## src/rtl/fetch_stage.sv

```systemverilog
// Instruction-fetch stage: PC register, imem req/rdy handshake and the IF/ID register.
// It parks a fetched word during decode stalls and drains a stale response after a redirect.
module fetch_stage #(
  parameter logic [31:0] RESET_PC = 32'h0000_0000
) (
  input  logic        clk,
  input  logic        rst_n,
  input  logic        hold_pc,
  input  logic        hold_ifid,
  input  logic        branch_taken,
  input  logic [31:0] branch_target,
  output logic        imem_req,
  output logic [31:0] imem_addr,
  input  logic        imem_rdy,
  input  logic [31:0] imem_rdata,
  output logic [31:0] IF_ID_Instr,
  output logic [31:0] IF_ID_PC4,
  output logic        IF_ID_Valid
);

  typedef enum logic [1:0] {
    FETCH = 2'd0,
    HOLD  = 2'd1,
    DRAIN = 2'd2
  } state_t;

  state_t      state, state_nxt;
  logic [31:0] pc, pc_nxt;
  logic [31:0] park_instr, park_instr_nxt;
  logic [31:0] park_pc4, park_pc4_nxt;
  logic [31:0] instr_nxt, pc4_nxt;
  logic        valid_nxt;
  logic [31:0] pc_plus4;

  function automatic logic [31:0] word_align(input logic [31:0] addr);
    return addr & 32'hFFFF_FFFC;
  endfunction

  assign pc_plus4 = pc + 32'd4;

  // The reset gate keeps the request low while rst_n is held, even though state resets to FETCH.
  assign imem_req  = rst_n && (state == FETCH);
  assign imem_addr = pc;

  always_comb begin
    state_nxt      = state;
    pc_nxt         = pc;
    park_instr_nxt = park_instr;
    park_pc4_nxt   = park_pc4;
    instr_nxt      = IF_ID_Instr;
    pc4_nxt        = IF_ID_PC4;
    valid_nxt      = IF_ID_Valid;

    if (branch_taken) begin
      pc_nxt         = word_align(branch_target);
      instr_nxt      = 32'd0;
      valid_nxt      = 1'b0;
      park_instr_nxt = 32'd0;
      park_pc4_nxt   = 32'd0;
      // A request still in flight will answer later; its response must be swallowed.
      if ((state == FETCH || state == DRAIN) && !imem_rdy)
        state_nxt = DRAIN;
      else
        state_nxt = FETCH;
    end else begin
      case (state)
        FETCH: begin
          if (imem_rdy) begin
            if (hold_ifid) begin
              park_instr_nxt = imem_rdata;
              park_pc4_nxt   = pc_plus4;
              state_nxt      = HOLD;
            end else begin
              instr_nxt = imem_rdata;
              pc4_nxt   = pc_plus4;
              valid_nxt = 1'b1;
              if (!hold_pc)
                pc_nxt = pc_plus4;
            end
          end else if (!hold_ifid) begin
            instr_nxt = 32'd0;
            valid_nxt = 1'b0;
          end
        end
        HOLD: begin
          if (!hold_ifid) begin
            instr_nxt = park_instr;
            pc4_nxt   = park_pc4;
            valid_nxt = 1'b1;
            state_nxt = FETCH;
            if (!hold_pc)
              pc_nxt = park_pc4;
          end
        end
        DRAIN: begin
          if (imem_rdy)
            state_nxt = FETCH;
        end
        default: state_nxt = FETCH;
      endcase
    end
  end

  // Stage boundary: PC, park buffer and IF/ID register
  always_ff @(posedge clk or negedge rst_n) begin
    if (!rst_n) begin
      state       <= FETCH;
      pc          <= word_align(RESET_PC);
      park_instr  <= 32'd0;
      park_pc4    <= 32'd0;
      IF_ID_Instr <= 32'd0;
      IF_ID_PC4   <= 32'd0;
      IF_ID_Valid <= 1'b0;
    end else begin
      state       <= state_nxt;
      pc          <= pc_nxt;
      park_instr  <= park_instr_nxt;
      park_pc4    <= park_pc4_nxt;
      IF_ID_Instr <= instr_nxt;
      IF_ID_PC4   <= pc4_nxt;
      IF_ID_Valid <= valid_nxt;
    end
  end

endmodule

```

## config.mk

```make
export PLATFORM = sky130hd
export DESIGN_NAME = fetch_stage
export DESIGN_NICKNAME = d
export VERILOG_FILES = /design/src/rtl/fetch_stage.sv
export SDC_FILE = /design/constraint.sdc
export NUM_CORES = 1
export LEC_CHECK = 0
export CAP_MARGIN = 40
export CORE_MARGIN = 2
export CORE_UTILIZATION = 38
export CTS_BUF_LIST = sky130_fd_sc_hd__clkbuf_16
export CTS_CLUSTER_DIAMETER = 80
export CTS_CLUSTER_SIZE = 24
export DETAILED_ROUTE_END_ITERATION = 6
export PLACE_DENSITY = 0.73
export SYNTH_ARGS = -nofsm -noshare
export SYNTH_HDL_FRONTEND = slang
export SYNTH_SLANG_ARGS = --single-unit
```

## constraint.sdc

```tcl
create_clock -name clk -period 1.7 [get_ports clk]
set_input_delay 0.34 -clock clk [delete_from_list [all_inputs] [get_ports clk]]
set_output_delay 0.34 -clock clk [all_outputs]
set_load 0.03 [all_outputs]
```

==> results.py <==
metrics = {
    "outcome": {
        "status": "complete, but fails checks",
        "violations": "negative setup slack",
    },
    "hold_path": {
        "min-delay-start": "hold_ifid",
        "hold_class": "input port to flop",
        "worstHoldPathCells": 2,
    },
    "clock_network": {
        "cts.clk_slew.worst_paths_ns": 0.06,
        "root_buffer": "clkbuf_16",
        "cts_buffer_depth": 2,
        "clock-sinks": 163,
        "cts_max_level": 4,
        "cts_buffers": 17,
        "clk_latency_ns": 0.44,
        "cts_tree": "done",
    },
    "timing": {
        "hold_viol": 0,
        "finalCritPeriodShare": 1.06,
        "final_max_slew_viol_count": 0,
        "rsz0062_at_grt": "yes",
        "whs_ns": 0.302,
        "timing.final.crit_period_ns": 1.81,
        "finalSetupViolations": 19,
        "slew_headroom": 0.674,
        "worst_pin_slew_ns": 0.489,
        "finalWorstSetupSlack_ns": -0.106,
        "finClkSkew_ns": 0.00703,
        "max_freq_ghz": 0.554,
    },
    "global_route": {
        "overflow": 0,
        "grt_first_pass_wirelength_mm": 43.4,
        "grt_antenna_before_repair": 0,
        "grt_usage": 0.248,
        "grt_pass1_vias": 8021,
        "grt_max_degree": 87,
    },
    "logic_synthesis": {
        "yosysTopAreaCell": "dfrtp_1",
        "async_reset_ff_frac": 1.00,
        "ys_seq_area_frac": 0.508,
        "ys_warn_count": 0,
        "syn_area_per_cell_um2": 8.63,
        "synth_cells": 931,
        "synth-edff-count": 0,
        "synth_top_cell_area_share": 0.508,
        "syn-cell-area_mm2": 0.00804,
        "syn_nets": 1002,
        "synth_ff_type": "dfrtp_1",
        "ys_top_cells_by_area": "dfrtp_1, nand2_1, a21oi_1, o21ai_0, and3_1",
        "synth-seq-cells": 163,
        "yosysUniqueCellTypes": 52,
    },
    "flow_run": {
        "maxCapViolations": 0,
    },
    "layout": {
        "drive_above_1_share": 0.250,
        "layout_common_cells": "nand2_1, dfrtp_1, buf_4",
        "syn_to_final_growth_pct": 51.4,
        "final_common_cell": "nand2_1",
        "regArea_mm2": 0.00410,
        "n_fill_cell": 1770,
        "fin_area_mm2": 0.0122,
        "final_util": 0.583,
        "multiInputGateArea_mm2": 0.00426,
        "antennaDiodeCount": 0,
        "nNetsFinal": 1248,
        "stdcell_count": 1465,
    },
    "power": {
        "fin_total_pwr_mw": 11.8,
        "peakVddDrop_mv": 0.691,
        "leakage_nw": 5.48,
        "power_density_mw_per_mm2": 966,
    },
    "detailed_routing": {
        "wirelength_mm": 28.5,
        "drtIter0Drc": 743,
        "routedWlPerCell_um": 19.5,
        "num_vias": 8406,
        "via_per_inst": 5.74,
        "drt_drc_violations_left": 0,
        "firstDrtPassIters": 7,
        "drtAntennaViolNets": 0,
    },
    "placement": {
        "placed_area_mm2": 0.0109,
        "gp_congestion": 0.873,
        "portBuffers": 165,
        "hpwlAfterDp_mm": 18.3,
        "place_inst": 1407,
    },
    "worst_setup_path": {
        "max_stage_delay_ns": 0.39,
        "r2r_cells": 7,
        "r2r_start": "imem_addr[6]",
        "worst-setup-path-type": "flop to flop",
        "cp_slowest_cell": "dfrtp_2",
        "crit_buf_inv": 2,
        "crit_required_ns": 2.04,
        "startpoint": "imem_addr[6]",
        "worstSetupStartpointType": "flop",
        "cp_max_fo": 6,
        "arrival_ns": 2.15,
        "path_depth": 7,
        "cp_top_family": "simple AND/OR/NAND/NOR gates",
        "path_cells": "nand3_4 -> nor4_4 -> buf_4 -> buf_6 -> and4_4 -> nor3_4 -> o31ai_2",
        "end_kind": "flop",
    },
    "floorplan": {
        "coreArea_mm2": 0.0209,
        "row_count": 53,
        "die_area_mm2": 0.0223,
        "ios": 168,
        "die_w_um": 149,
        "die_h_um": 149,
        "start_util": 0.385,
    },
}
==> layer usage <==
layer  GRT usage  vias to the layer above  share of wire
met2       0.387                      430           0.48
met5           0                        -              0
li1            -                     3780              -
met1       0.338                     4125           0.41
met3      0.0399                       71          0.076
met4       0.116                        0          0.035
==> cell usage after synthesis (all sizes together) (7+ instances only) <==
master	number
nand2	183
dfrtp	163
a21oi	99
o21ai	96
nor2	69
clkbuf	59
and3	47
nand3	27
buf	17
xnor2	15
nand4	14
nor3	14
a211oi	12
nor4	12
a31oi	10
o22ai	9
xor2	8
a222oi	7
o31ai	7
==> state kept, by name, summed over array words and instances (netlist names) <==
register / flops
IF_ID_PC4: 32
imem_addr: 32
state: 2
IF_ID_Valid: 1
park_instr: 32
park_pc4: 32
IF_ID_Instr: 32
==> worst reg2reg max path: cells and delay by family, from the launching register on <==
kind | cells | cell delay (ns)
buffers and inverters | 2 | 0.32
flip-flops | 1 | 0.39
AND/OR/NAND/NOR | 4 | 0.78
AO/OA/AOI/OAI | 1 | 0.23
==> cell type report <==
| class | count | share of cell area |
|---|---|---|
| inverter | 6 | 0.00185 |
| clock buffer | 17 | 0.0350 |
| clock inverter | 15 | 0.00956 |
| sequential | 163 | 0.337 |
| tap | 275 | 0.0283 |
| timing repair buffer | 302 | 0.238 |
| multi-input combinational | 687 | 0.350 |
==> where the power goes <==
part           switching (mW)  internal [mW]  total [mW]
registers               0.344           4.32        4.66
logic                    2.11           1.36        3.47
clock network            1.64           2.00        3.63
total                    4.09           7.67        11.8
==> final timing paths <==
check	endpoint	slack [ns]
max reg2reg	IF_ID_PC4[26]	-0.11
min in group asynchronous	park_pc4[22]	0.51
min	state[0]	0.30
max	IF_ID_PC4[26]	-0.11
min reg2reg	IF_ID_PC4[2]	0.46
max in group asynchronous	state[1]	0.74
==> metrics by stage <==
| stage | setup TNS (ns) | worst slack [ns] |
|---|---|---|
| 3_5_place_dp | -29.52 | -0.445 |
| 6_report | -0.918 | -0.106 |
| 3_3_place_gp | -25.18 | -0.374 |
| 4_1_cts | -0.813 | -0.0920 |
| 2_1_floorplan | -1.93 | -0.198 |
| 5_1_grt | -3.44 | -0.185 |
==> timing repair <==
item                       in CTS  in global routing
hold buffers                    1                  0
hold endpoints to repair       35                  0
resized for setup             182                104
setup endpoints to repair     138                 75
gates cloned                    2                  2
setup buffers                  14                 12
pin swaps                      23                 34
==> kinds of logic (layout without fill, tap and decap cells) <==
family,after synthesis,count (layout),share of synthesized area
DFF,163,163,0.508
AOI/OAI and AO/OA,268,268,0.192
and+or+nand+nor,387,388,0.224
buffers and inverters,82,340,0.0406
adders and majority gates,1,1,0.00156
muxes,7,7,0.00903
xor gates and xnor gates,23,23,0.0251
(Power assumes the default switching activity.)
